### config.mk
export PLATFORM = sky130hd
export DESIGN_NAME = icache_l1_ctrl_flat
export DESIGN_NICKNAME = d
export VERILOG_FILES = /design/src/rtl/icache_l1_ctrl_if.sv /design/src/rtl/icache_l1_ctrl.sv /design/src/flat_wrapper.sv
export SDC_FILE = /design/constraint.sdc
export NUM_CORES = 1
export LEC_CHECK = 0
export BUFFER_PORTS_ARGS = -buffer_cell sky130_fd_sc_hd__buf_2
export CAP_MARGIN = 20
export CORE_AREA = 3 3 361 363
export DETAILED_ROUTE_END_ITERATION = 8
export DIE_AREA = 0 0 364 366
export GPL_TIMING_DRIVEN = 0
export SYNTH_ARGS = -nofsm -noshare
export SYNTH_HDL_FRONTEND = slang
export SYNTH_SLANG_ARGS = --single-unit
### constraint.sdc
create_clock -name clk -period 4.4 [get_ports clk]
set_clock_uncertainty 0.1 [all_clocks]
set_input_delay 0.66 -clock clk [delete_from_list [all_inputs] [get_ports clk]]
set_output_delay 0.66 -clock clk [all_outputs]
set_load 0.05 [all_outputs]
### src/rtl/icache_l1_ctrl_if.sv
// Fetch-side, line-fill and data-array signals of the L1 instruction cache.
// slave: the cache controller; master: fetch stage, next level and data array.
interface icache_l1_ctrl_if #(
  parameter int LINE_WIDTH = 256,
  parameter int ADDR_WIDTH = 32
);
  logic                  mem_read;
  logic [ADDR_WIDTH-1:0] mem_address;
  logic [31:0]           mem_rdata;
  logic                  mem_resp;
  logic                  flush;
  logic                  pmem_read;
  logic [ADDR_WIDTH-1:0] pmem_address;
  logic [LINE_WIDTH-1:0] pmem_rdata;
  logic                  pmem_resp;
  logic                  array_write;
  logic [4:0]            array_index;
  logic [LINE_WIDTH-1:0] array_datain;
  logic [LINE_WIDTH-1:0] array_dataout;
  logic [31:0]           hit_count;
  logic [31:0]           miss_count;

  modport slave (
    input  mem_read, mem_address, flush,
    input  pmem_rdata, pmem_resp, array_dataout,
    output mem_rdata, mem_resp,
    output pmem_read, pmem_address,
    output array_write, array_index, array_datain,
    output hit_count, miss_count
  );

  modport master (
    output mem_read, mem_address, flush,
    output pmem_rdata, pmem_resp, array_dataout,
    input  mem_rdata, mem_resp,
    input  pmem_read, pmem_address,
    input  array_write, array_index, array_datain,
    input  hit_count, miss_count
  );
endinterface

### src/rtl/icache_l1_ctrl.sv
// Direct-mapped L1 I-cache controller: tag/valid state, hit check, line fill.
// Define ICACHE_PERF_CNT_EN to build the saturating hit/miss counters.
module icache_l1_ctrl #(
  parameter int LINE_WIDTH = 256,
  parameter int ADDR_WIDTH = 32
) (
  input logic             clk,
  input logic             rst_n,
  icache_l1_ctrl_if.slave bus
);
  localparam int TAG_W = ADDR_WIDTH - 10;

  typedef enum logic {
    CHECK,
    FILL
  } state_e;

  state_e           state_q, state_d;
  logic [31:0]      valid_q, valid_d;
  logic [TAG_W-1:0] tag_q [32];
  logic [TAG_W-1:0] tag_d [32];

  logic [4:0]            idx;
  logic [2:0]            word;
  logic [TAG_W-1:0]      req_tag;
  logic                  hit;
  logic [LINE_WIDTH-1:0] line;
  logic [1:0]            addr_unused;
  logic                  resp_c;
  logic                  awr_c;
  logic                  pmrd_c;

  assign idx         = bus.mem_address[9:5];
  assign word        = bus.mem_address[4:2];
  assign req_tag     = bus.mem_address[ADDR_WIDTH-1:10];
  assign addr_unused = bus.mem_address[1:0];
  assign line        = bus.array_dataout;
  assign hit         = valid_q[idx] && (tag_q[idx] == req_tag);

  always_comb begin
    state_d = state_q;
    valid_d = valid_q;
    tag_d   = tag_q;
    resp_c  = 1'b0;
    awr_c   = 1'b0;
    pmrd_c  = 1'b0;
    unique case (state_q)
      CHECK: begin
        unique case (1'b1)
          bus.flush:
            valid_d = '0;
          !bus.flush && bus.mem_read && hit:
            resp_c = 1'b1;
          !bus.flush && bus.mem_read && !hit:
            state_d = FILL;
          default: ;
        endcase
      end
      FILL: begin
        pmrd_c = 1'b1;
        if (bus.pmem_resp) begin
          awr_c        = 1'b1;
          tag_d[idx]   = req_tag;
          valid_d[idx] = 1'b1;
          state_d      = CHECK;
        end
      end
      default: state_d = CHECK;
    endcase
  end

  always_ff @(posedge clk) begin
    if (!rst_n) begin
      state_q <= CHECK;
      valid_q <= '0;
    end else begin
      state_q <= state_d;
      valid_q <= valid_d;
    end
  end

  // Tags need no reset: valid bits alone gate hits.
  always_ff @(posedge clk) begin
    tag_q <= tag_d;
  end

  // A fill racing the reset cycle must not reach the array.
  assign bus.mem_resp     = resp_c && rst_n;
  assign bus.array_write  = awr_c && rst_n;
  assign bus.pmem_read    = pmrd_c;
  assign bus.mem_rdata    = line[32*word +: 32];
  assign bus.pmem_address = {bus.mem_address[ADDR_WIDTH-1:5], 5'b0};
  assign bus.array_index  = idx;
  assign bus.array_datain = bus.pmem_rdata;

`ifdef ICACHE_PERF_CNT_EN
  logic [31:0] hit_cnt_q, hit_cnt_d;
  logic [31:0] miss_cnt_q, miss_cnt_d;
  logic        filled_q, filled_d;

  // The response right after a fill is a replay, not a first-try hit.
  always_comb begin
    filled_d   = (state_q == FILL) && bus.pmem_resp;
    hit_cnt_d  = hit_cnt_q;
    miss_cnt_d = miss_cnt_q;
    if (bus.mem_resp && !filled_q && hit_cnt_q != '1)
      hit_cnt_d = hit_cnt_q + 32'd1;
    if (state_q == CHECK && state_d == FILL && miss_cnt_q != '1)
      miss_cnt_d = miss_cnt_q + 32'd1;
  end

  always_ff @(posedge clk) begin
    if (!rst_n) begin
      hit_cnt_q  <= '0;
      miss_cnt_q <= '0;
      filled_q   <= 1'b0;
    end else begin
      hit_cnt_q  <= hit_cnt_d;
      miss_cnt_q <= miss_cnt_d;
      filled_q   <= filled_d;
    end
  end

  assign bus.hit_count  = hit_cnt_q;
  assign bus.miss_count = miss_cnt_q;
`else
  assign bus.hit_count  = '0;
  assign bus.miss_count = '0;
`endif
endmodule
### src/flat_wrapper.sv
// flat-port wrapper written by rule: the top's interface ports become plain ports
module icache_l1_ctrl_flat 
#(
  parameter int LINE_WIDTH = 256,
  parameter int ADDR_WIDTH = 32
)
  (clk, rst_n, bus_mem_read, bus_mem_address, bus_flush, bus_pmem_rdata, bus_pmem_resp, bus_array_dataout, bus_mem_rdata, bus_mem_resp, bus_pmem_read, bus_pmem_address, bus_array_write, bus_array_index, bus_array_datain, bus_hit_count, bus_miss_count);
  icache_l1_ctrl_if #(.LINE_WIDTH(LINE_WIDTH), .ADDR_WIDTH(ADDR_WIDTH)) bus_i ();
  input logic clk;
  input logic rst_n;
  input wire logic [$bits(bus_i.mem_read)-1:0] bus_mem_read;
  input wire logic [$bits(bus_i.mem_address)-1:0] bus_mem_address;
  input wire logic [$bits(bus_i.flush)-1:0] bus_flush;
  input wire logic [$bits(bus_i.pmem_rdata)-1:0] bus_pmem_rdata;
  input wire logic [$bits(bus_i.pmem_resp)-1:0] bus_pmem_resp;
  input wire logic [$bits(bus_i.array_dataout)-1:0] bus_array_dataout;
  output wire logic [$bits(bus_i.mem_rdata)-1:0] bus_mem_rdata;
  output wire logic [$bits(bus_i.mem_resp)-1:0] bus_mem_resp;
  output wire logic [$bits(bus_i.pmem_read)-1:0] bus_pmem_read;
  output wire logic [$bits(bus_i.pmem_address)-1:0] bus_pmem_address;
  output wire logic [$bits(bus_i.array_write)-1:0] bus_array_write;
  output wire logic [$bits(bus_i.array_index)-1:0] bus_array_index;
  output wire logic [$bits(bus_i.array_datain)-1:0] bus_array_datain;
  output wire logic [$bits(bus_i.hit_count)-1:0] bus_hit_count;
  output wire logic [$bits(bus_i.miss_count)-1:0] bus_miss_count;
  assign bus_i.mem_read = bus_mem_read;
  assign bus_i.mem_address = bus_mem_address;
  assign bus_i.flush = bus_flush;
  assign bus_i.pmem_rdata = bus_pmem_rdata;
  assign bus_i.pmem_resp = bus_pmem_resp;
  assign bus_i.array_dataout = bus_array_dataout;
  assign bus_mem_rdata = bus_i.mem_rdata;
  assign bus_mem_resp = bus_i.mem_resp;
  assign bus_pmem_read = bus_i.pmem_read;
  assign bus_pmem_address = bus_i.pmem_address;
  assign bus_array_write = bus_i.array_write;
  assign bus_array_index = bus_i.array_index;
  assign bus_array_datain = bus_i.array_datain;
  assign bus_hit_count = bus_i.hit_count;
  assign bus_miss_count = bus_i.miss_count;
  icache_l1_ctrl #(.LINE_WIDTH(LINE_WIDTH), .ADDR_WIDTH(ADDR_WIDTH)) u_core (.clk(clk), .rst_n(rst_n), .bus(bus_i));
endmodule
==> out/qor.csv <==
metric;value;unit
cp-startpoint;bus_mem_address[6];
post-route-period-util;102;%
gr-usage-all-layers;31.3;%
clk_latency;630;ps
fin_util;34.2;%
sw_frac_of_total;28.7;%
grt_pass1_wl;264000;um
setup-violations-final;1;
critPathTopFamily;buffers and inverters;
die_w;364;um
arrival;3740;ps
yosysTopAreaCell;edfxtp_1;
drtIter0Drc;4201;
power_density;380;mW/mm^2
synth-edff-count;704;
postSynth.asyncResetShare;0;%
worstMarginPinSlew;1070;ps
syn_inst;2081;
p_sw;4.74;mW
synth_commonest_cells;edfxtp_1 (704), buf_4 (363), mux2i_1 (338);
first_global_vias;22200;
overflow;0;
core_area;0.127;mm^2
violations;setup timing;
cp-start-kind;primary input;
synth_ff_type;edfxtp_1;
dpl_worst_slack;-1210;ps
fin_ws;-95.6;ps
drt-pass1-iter-count;6;
use_met3;9.04;%
end_kind;primary output;
path_class;primary input to primary output;
synth_seq_cells;737;
max_cap_violations;0;
slew_viol_final;0;
required;3640;ps
grt-busiest-layer;met2;
path_buf_inv;5;
ant_nets;0;
dieArea;0.133;mm^2
cp_cell_sequence;buf_4, buf_2, buf_2, mux4_2, mux2i_1, o21ai_0, nor2_2, nor3_2, nand4b_1, buf_6, nor4_4, buf_6;
power.leakage;16.8;nW
drc_errors;0;
maxSlewHeadroom;28.5;%
synth_seq_area_share;65.6;%
place_hpwl;179000;um
htree_levels;3;
die_y;366;um
route.detailed.wl_per_inst;46.4;um
antenna_found_initial;154;
start_util;26.1;%
hold_ws;257;ps
synth_most_common_cell;edfxtp_1;
p_seq_share;46.5;%
clock-root-buffer;clkbuf_16;
ios;941;
outcome;finished, violations left;
cts.clk_slew.worst_paths;60;ps
power_frac_clock;35.6;%
hold_violations;0;
groute.layer.met1.usage;44.0;%
synth_area_per_cell;16.0;um^2
cp_max_fo;10;
timing.rr.start;u_core.state_q$_SDFF_PN0_;
nNetsFinal;3480;
vias;24700;
clk_path_buf_depth;3;
syn_area;0.0332;mm^2
row_count;131;
min_from;rst_n;
ir_drop;301;uV
cts_tree;done;
max_freq;222;MHz
cts_made_buffers;72;
period_minus_slack;4500;ps
power_frac_comb;17.8;%
synth_cell_types;49;
drive_above_1_share;48.4;%
slowest_delay;490;ps
wl;217000;um
power;16.5;mW
cell_internal_pwr;11.8;mW
cts.sinks;737;
use_met2;48.5;%
vias_per_cell;5.28;
final_cells;4684;
dpl.cell_count;4461;
worstHoldPathType;primary input to flip-flop;
yosysWarnings;0;
cp_slowest_cell;nor3_2;
rsz0062_at_grt;true;
synth_top_area_share;63.6;%
synth_area_leaders;edfxtp_1 (64%), mux2i_1 (10%), buf_4 (8.2%), mux4_2 (5.4%), o22ai_1 (3.2%);
syn2layout_area_growth;31.0;%
io_buffers;607;
grt_max_degree;36;
[routing by layer]
layer | up-vias | routed length (um)
met3 | 433 | 24400
met4 | 20 | 6210
met1 | 12500 | 91300
met2 | 2298 | 95200
met5 | - | 126
li1 | 9436 | -
[repair_timing]
item	CTS	global route
gates resized for setup	146	97
endpoints found under the setup margin	4	1
setup buffers	21	35
pin swaps	5	17
gates cloned	0	4
hold buffers	0	0
[path summary, 6_finish.rpt]
| check | end | slack [ps] | cells after the start |
|---|---|---|---|
| setup / recovery | bus_mem_resp | -100 | 12 |
| hold / removal | u_core.state_q$_SDFF_PN0_ | 260 | 2 |
| setup reg to reg | u_core.tag_q[456]$_DFFE_PP_ | 1220 | 4 |
| hold reg to reg | u_core.valid_q[0]$_SDFFE_PN0P_ | 370 | 2 |
[state kept, by name (all words and copies together), names as in the netlist]
signal / flops
u_core.tag_q: 704
u_core.valid_q: 32
u_core.state_q: 1
[worst reg2reg max path, stage by stage (launching register included)]
cell and delay (ps):
dfxtp_1 330, clkbuf_1 340, nand4_1 900, nor2_4 930, buf_16 260
[metrics by stage]
stage | setup TNS [ps] | instance area, um^2
after global routing | -41.3 | 43500
after global placement | -751550 | 38600
after CTS | -33.7 | 42700
after detailed placement | -1590 | 39700
final | -95.6 | 43500
after floorplan | 0 | 33500
[cells in the final DEF, fill, tap and decap left out, types with 6 or more instances in the layout]
master       n
a21oi_1     10
buf_1        7
buf_12      44
buf_16      15
buf_2      610
buf_4      411
buf_6       23
buf_8       27
clkbuf_1    33
clkbuf_16   77
clkbuf_8     9
clkinv_1    16
clkinv_2    11
conb_1      69
dfxtp_1     33
diode_2     37
edfxtp_1   704
mux2_2      32
mux2i_1    330
mux4_2      80
nand2_1     46
nand4_1      7
nor2_1      16
nor2_4      32
nor4_1      35
nor4_2       6
o21ai_0     24
o22ai_1    157
o22ai_2     11
xor2_1      14
[area by class of cell]
class | count | area (um^2)
repair buffers | 708 | 4520
clock inverters | 39 | 305
plain buffers | 467 | 3960
clock buffers | 89 | 1890
well taps | 1662 | 2080
fillers | 12200 | 83800
diodes | 37 | 92.6
multi-input cells | 941 | 8880
inverters | 4 | 15.0
flip-flops and latches | 737 | 21800
[power groups by stage]
stage	clock [mW]	sequential, mW	combinational [mW]
global route	6.20	7.69	2.99
detailed placement	0	7.84	2.75
CTS	5.90	7.69	2.82
floorplan	0	7.84	1.57
global placement	0	7.84	2.72
finish	5.89	7.69	2.95
[cell families after synthesis]
| logic type | after synthesis | share of synthesized area [%] |
|---|---|---|
| DFF | 737 | 65.6 |
| buffers and inverters | 471 | 10.1 |
| muxes | 450 | 16.7 |
| AOI/OAI and AO/OA | 211 | 3.89 |
| and+or+nand+nor | 190 | 3.14 |
| xor gates and xnor gates | 21 | 0.554 |
| other | 1 | 0.0113 |
No activity file was read; power rests on OpenSTA's default activity.
